`src/rtl/sccb_master.sv`:
```
// sccb_master: SCCB (OV7670) single-register write/read master.
// Define SCCB_ACK_CHECK_EN to abort a transaction on a missing ACK.
module sccb_master #(
    parameter int unsigned DIV    = 500,
    parameter logic [7:0]  DEV_ID = 8'h42
) (
    input  logic       clk,
    input  logic       rst,
    input  logic       wr_en,
    input  logic       rd_en,
    input  logic [7:0] addr,
    input  logic [7:0] wdata,
    output logic       rdy,
    output logic [7:0] rdata,
    output logic       rdata_vld,
    output logic       ack_err,
    output logic       sio_c,
    output logic       sio_d_out,
    output logic       sio_d_oe,
    input  logic       sio_d_in
);

    localparam int unsigned CW = $clog2(DIV);
    localparam logic [CW-1:0] C_Q    = CW'(DIV / 4);
    localparam logic [CW-1:0] C_H    = CW'(DIV / 2);
    localparam logic [CW-1:0] C_Q3   = CW'(3 * DIV / 4);
    localparam logic [CW-1:0] C_LAST = CW'(DIV - 1);

    typedef enum logic [2:0] {
        IDLE, START, SEND, RECV, STOP, GAP
    } state_e;

    state_e        state_q, state_d;
    logic [CW-1:0] cnt_q, cnt_d;
    logic [3:0]    bit_q, bit_d;
    logic [3:0]    phase_q, phase_d;
    logic          rd_q, rd_d;
    logic          abort_q, abort_d;
    logic [7:0]    addr_q, addr_d;
    logic [7:0]    wdata_q, wdata_d;
    logic [7:0]    shift_q, shift_d;
    logic [7:0]    rdata_q, rdata_d;
    logic          vld_q, vld_d;
    logic          rdy_q, rdy_d;
    logic          sio_c_q, sio_c_d;
    logic          sda_q, sda_d;
    logic          oe_q, oe_d;
    logic          nak;
    logic          last;
    logic          adv;
    state_e        nxt;
    logic [7:0]    tx;
    logic [7:0]    txb;

    // Step sequence: phase index -> bus state for write and read.
    function automatic state_e step_state(input logic [3:0] p,
                                          input logic rd);
        state_e s;
        s = IDLE;
        if (rd) begin
            case (p)
                4'd0:       s = START;
                4'd1, 4'd2: s = SEND;
                4'd3:       s = STOP;
                4'd4:       s = GAP;
                4'd5:       s = START;
                4'd6:       s = SEND;
                4'd7:       s = RECV;
                4'd8:       s = STOP;
                default:    s = IDLE;
            endcase
        end else begin
            case (p)
                4'd0:             s = START;
                4'd1, 4'd2, 4'd3: s = SEND;
                4'd4:             s = STOP;
                default:          s = IDLE;
            endcase
        end
        return s;
    endfunction

`ifdef SCCB_ACK_CHECK_EN
    assign nak = (state_q == SEND) && (bit_q == 4'd8) &&
                 (cnt_q == C_Q3) && sio_d_in;

    logic ack_q;

    // Registered one-cycle missing-ACK strobe.
    always_ff @(posedge clk) begin
        if (rst) ack_q <= 1'b0;
        else     ack_q <= nak;
    end

    assign ack_err = ack_q;
`else
    assign nak     = 1'b0;
    assign ack_err = 1'b0;
`endif

    // Sequencer: request accept, bit/phase stepping, read capture.
    always_comb begin
        state_d = state_q;
        cnt_d   = cnt_q;
        bit_d   = bit_q;
        phase_d = phase_q;
        rd_d    = rd_q;
        abort_d = abort_q;
        addr_d  = addr_q;
        wdata_d = wdata_q;
        shift_d = shift_q;
        rdata_d = rdata_q;
        vld_d   = 1'b0;
        rdy_d   = rdy_q;
        adv     = 1'b0;
        nxt     = IDLE;
        last    = (cnt_q == C_LAST);
        if (state_q != IDLE) begin
            cnt_d = last ? '0 : cnt_q + 1'b1;
        end
        case (state_q)
            IDLE: begin
                if (wr_en || rd_en) begin
                    addr_d  = addr;
                    wdata_d = wdata;
                    rd_d    = ~wr_en;
                    abort_d = 1'b0;
                    phase_d = '0;
                    bit_d   = '0;
                    cnt_d   = '0;
                    rdy_d   = 1'b0;
                    state_d = START;
                end
            end
            START, GAP: adv = last;
            SEND: begin
                if (nak) begin
                    abort_d = 1'b1;
                    state_d = STOP;
                    cnt_d   = '0;
                    bit_d   = '0;
                end else if (last) begin
                    if (bit_q == 4'd8) adv = 1'b1;
                    else               bit_d = bit_q + 4'd1;
                end
            end
            RECV: begin
                if (cnt_q == C_Q3 && !bit_q[3]) begin
                    shift_d = {shift_q[6:0], sio_d_in};
                end
                if (last) begin
                    if (bit_q == 4'd8) adv = 1'b1;
                    else               bit_d = bit_q + 4'd1;
                end
            end
            STOP: adv = last;
            default: state_d = IDLE;
        endcase
        if (adv) begin
            bit_d   = '0;
            phase_d = phase_q + 4'd1;
            nxt     = abort_q ? IDLE
                              : step_state(phase_q + 4'd1, rd_q);
            state_d = nxt;
            if (nxt == IDLE) begin
                rdy_d = 1'b1;
                if (rd_q && !abort_q) begin
                    rdata_d = shift_q;
                    vld_d   = 1'b1;
                end
            end
        end
    end

    // Pin values for the coming cycle, derived from next state/count.
    always_comb begin
        sio_c_d = 1'b1;
        sda_d   = sda_q;
        oe_d    = oe_q;
        case (phase_d)
            4'd1:    tx = DEV_ID;
            4'd2:    tx = addr_q;
            4'd3:    tx = wdata_q;
            4'd6:    tx = DEV_ID | 8'h01;
            default: tx = 8'hFF;
        endcase
        txb = tx << bit_d[2:0];
        case (state_d)
            START: begin
                sda_d = (cnt_d < C_H);
                oe_d  = 1'b1;
            end
            SEND: begin
                sio_c_d = (cnt_d >= C_H);
                if (cnt_d == C_Q) begin
                    sda_d = bit_d[3] ? 1'b1 : txb[7];
                    oe_d  = ~bit_d[3];
                end
            end
            RECV: begin
                sio_c_d = (cnt_d >= C_H);
                if (cnt_d == C_Q) begin
                    sda_d = 1'b1;
                    oe_d  = bit_d[3];
                end
            end
            STOP: begin
                sio_c_d = (cnt_d >= C_Q);
                sda_d   = (cnt_d >= C_Q3);
                oe_d    = 1'b1;
            end
            default: begin
                sda_d = 1'b1;
                oe_d  = 1'b1;
            end
        endcase
    end

    // State and output registers; reset drops the bus back to idle.
    always_ff @(posedge clk) begin
        if (rst) begin
            state_q <= IDLE;
            cnt_q   <= '0;
            bit_q   <= '0;
            phase_q <= '0;
            rd_q    <= 1'b0;
            abort_q <= 1'b0;
            addr_q  <= '0;
            wdata_q <= '0;
            shift_q <= '0;
            rdata_q <= '0;
            vld_q   <= 1'b0;
            rdy_q   <= 1'b1;
            sio_c_q <= 1'b1;
            sda_q   <= 1'b1;
            oe_q    <= 1'b1;
        end else begin
            state_q <= state_d;
            cnt_q   <= cnt_d;
            bit_q   <= bit_d;
            phase_q <= phase_d;
            rd_q    <= rd_d;
            abort_q <= abort_d;
            addr_q  <= addr_d;
            wdata_q <= wdata_d;
            shift_q <= shift_d;
            rdata_q <= rdata_d;
            vld_q   <= vld_d;
            rdy_q   <= rdy_d;
            sio_c_q <= sio_c_d;
            sda_q   <= sda_d;
            oe_q    <= oe_d;
        end
    end

    assign rdy       = rdy_q;
    assign rdata     = rdata_q;
    assign rdata_vld = vld_q;
    assign sio_c     = sio_c_q;
    assign sio_d_out = sda_q;
    assign sio_d_oe  = oe_q;

endmodule
```
`config.mk`:
```
export PLATFORM = sky130hd
export DESIGN_NAME = sccb_master
export DESIGN_NICKNAME = d
export VERILOG_FILES = /design/src/rtl/sccb_master.sv
export SDC_FILE = /design/constraint.sdc
export NUM_CORES = 1
export LEC_CHECK = 0
export ABC_AREA = 0
export CORE_ASPECT_RATIO = 0.8
export CORE_UTILIZATION = 39
export CTS_CLUSTER_SIZE = 14
export DETAILED_ROUTE_END_ITERATION = 6
export GPL_ROUTABILITY_DRIVEN = 0
export PLACE_DENSITY = 0.7
export SLEW_MARGIN = 5
export SYNTH_ARGS = -nofsm -noshare
export SYNTH_HDL_FRONTEND = slang
export SYNTH_SLANG_ARGS = --single-unit
```
`constraint.sdc`:
```
create_clock -name clk -period 4.4 [get_ports clk]
set_clock_uncertainty 0.15 [all_clocks]
set_input_delay 0.44 -clock clk [delete_from_list [all_inputs] [get_ports clk]]
set_output_delay 0.44 -clock clk [all_outputs]
set_load 0.02 [all_outputs]
```
==> results.sh <==
export IMPL_path_clk_slew_ns=0.07
export IMPL_grt_first_pass_wirelength_mm=13.6
export IMPL_drive_gt1_frac=0.0907
export IMPL_area_delta_synth_final_pct=16.3
export IMPL_finalCritPeriodShare=0.763
export IMPL_grt_overflow_total=0
export IMPL_hp_class="register to register"
export IMPL_synth_cells=401
export IMPL_viasPerCell=5.57
export IMPL_top_level_ports=35
export IMPL_rsz0062_at_grt="no"
export IMPL_clkSinkCount=58
export IMPL_power_density_nw_per_um2=280
export IMPL_whs_ns=0.302
export IMPL_startpoint_type="register"
export IMPL_htreeDepth=3
export IMPL_port_buffers=33
export IMPL_grt_use_total=0.192
export IMPL_yosys_warnings=0
export IMPL_crit_slowest_cell="o2111ai_1"
export IMPL_grt_pass1_vias=2806
export IMPL_leakagePower_nw=1.28
export IMPL_row_count=29
export IMPL_synth_mux_area_frac=0.0506
export IMPL_cp_cell_sequence="ha_1, and4bb_1, o2111ai_1, nand4_1, o31ai_2, a2111oi_0, nor4_1, a211oi_1, a2bb2oi_2"
export IMPL_cts_tree="built"
export IMPL_yosysSeqAreaShare=0.351
export IMPL_mostFrequentLayoutCells="65 x nand2_1, 58 x dfxtp_1, 40 x a21oi_1"
export IMPL_synthAdderAreaFrac=0.0302
export IMPL_first_iter_violations=237
export IMPL_clock_latency_ns=0.34
export IMPL_synth_cell_types=67
export IMPL_period_needed_ns=3.36
export IMPL_synth_compound_area_frac=0.218
export IMPL_power_total_mw=1.08
export IMPL_avgSynthCellArea_sq_um=8.26
export IMPL_hold_viol=0
export IMPL_syn_nets=430
export IMPL_finalSetupViolations=0
export IMPL_dieArea_sq_um=8860
export IMPL_ant_nets=0
export IMPL_ff_latch_area_sq_um=1160
export IMPL_fin_tns_setup_ns=0
export IMPL_slew_viol_final=0
export IMPL_final_common_cell="nand2_1"
export IMPL_root_buffer="clkbuf_8"
export IMPL_required_ns=4.47
export IMPL_start_util=0.409
export IMPL_hpwlAfterDp_mm=5.57
export IMPL_wl_per_cell_um=14.9
export IMPL_cts_setup_buffers=0
export IMPL_drc=0
export IMPL_cp_arrival_ns=3.43
export IMPL_wirelength_mm=7.99
export IMPL_syn_area_sq_um=3310
export IMPL_synthFlopType="dfxtp_1"
export IMPL_nets=454
export IMPL_nFillCells=794
export IMPL_grt_max_degree=55
export IMPL_cts_hold_buf=0
export IMPL_ys_async_sr_fraction=0
export IMPL_multi_input_area_sq_um=1970
export IMPL_cts_resized=0
export IMPL_r2r_slack_ns=1.04
export IMPL_clock_path_buffers=2
export IMPL_synth_seq_cells=58
export IMPL_synth_edff_count=0
export IMPL_slew_headroom=0.338
export IMPL_die_h_um=84.4
export IMPL_synthSimpleGateAreaFrac=0.265
export IMPL_synth_top_family_by_area="simple AND/OR/NAND/NOR gates"
export IMPL_tightestPinTransition_ns=0.993
export IMPL_core_sq_um=8090
export IMPL_peakVddDrop_mv=0.188
export IMPL_path_max_fanout=11
export IMPL_cp_end_kind="register"
export IMPL_antenna_found_initial=0
export IMPL_die_w_um=105
export IMPL_path_class="register to register"
export IMPL_vias=2994
export IMPL_n_antenna_cell=0
export IMPL_timing_fmax_mhz=298
export IMPL_drt_first_pass_iters=5
export IMPL_synthXorXnorAreaFrac=0.0314
export IMPL_status="finished clean"
export IMPL_cts_buffers=9
export IMPL_slowest_delay_ns=0.51
export IMPL_drv_cap=0
final timing paths:
check / from / end / cells past startpoint
min: rdata[4]$_SDFFE_PP0P_ / rdata[4]$_SDFFE_PP0P_ / 2
min reg2reg: rdata[4]$_SDFFE_PP0P_ / rdata[4]$_SDFFE_PP0P_ / 2
max: cnt_q[0]$_SDFF_PP0_ / sio_d_out$_SDFFE_PP1P_ / 9
max reg2reg: cnt_q[0]$_SDFF_PP0_ / sio_d_out$_SDFFE_PP1P_ / 9
registers in the layout, indices dropped and copies added, names as in the netlist:
register	count
addr_q	8
bit_q	4
cnt_q	9
phase_q	4
rd_q	1
rdata	8
rdata_vld	1
rdy	1
shift_q	8
sio_c	1
sio_d_oe	1
sio_d_out	1
state_q	3
wdata_q	8
area by class of cell:
cell class,instances,share of cell area
clock buffer,14,0.0448
clock inverter,2,0.00260
inverter,13,0.0127
multi-input combinational,307,0.513
sequential,58,0.302
tap,108,0.0351
timing repair buffer,36,0.0903
Yosys cell counts, types with 5 or more instances:
cell type,n,area share
buf_4,6,0.014
inv_1,13,0.015
nand2_1,65,0.074
a21oi_1,40,0.060
nor3_1,9,0.014
nor4_1,5,0.0094
xnor2_1,9,0.024
nand4_1,5,0.0094
ha_1,8,0.030
nor2_1,36,0.041
a211oi_1,8,0.018
nand3_1,19,0.029
dfxtp_1,58,0.35
clkbuf_1,12,0.014
mux2i_1,13,0.039
report_power, final:
part / total (mW) / internal (mW) / switching (mW) / leakage (nW)
logic: 0.0753 / 0.0333 / 0.0420 / 0.708
registers: 0.549 / 0.537 / 0.0115 / 0.471
clock network: 0.454 / 0.249 / 0.205 / 0.0965
total: 1.08 / 0.820 / 0.258 / 1.28
layer usage:
metal	GRT usage	part of all wire
met1	0.259	0.48
met2	0.300	0.45
met3	0.0435	0.056
met4	0.0704	0.016
met5	0	0
metrics by stage:
step,utilization,instances,cell area (sq um),worst slack [ns]
after floorplan,-,401,3310,1.73
after detailed placement,0.453,522,3670,1.10
after global placement,0.453,522,3670,1.13
after global routing,0.476,538,3850,0.791
final,0.476,538,3850,1.04
after CTS,0.476,538,3850,1.10
worst max-delay path, delay by kind of cell, from the launching register on:
kind / cells / cell delay, ns
compound gates: 5 / 1.60
simple gates: 3 / 0.79
flops: 1 / 0.42
fa+ha+maj: 1 / 0.28
kinds of logic after synthesis:
family / count (synthesis)
fa+ha+maj: 8
flops: 58
compound gates: 98
simple gates: 173
buf+inv: 36
mux: 16
xor+xnor: 11
other cells: 1
Note: power is estimated with default switching activity, not from simulation.
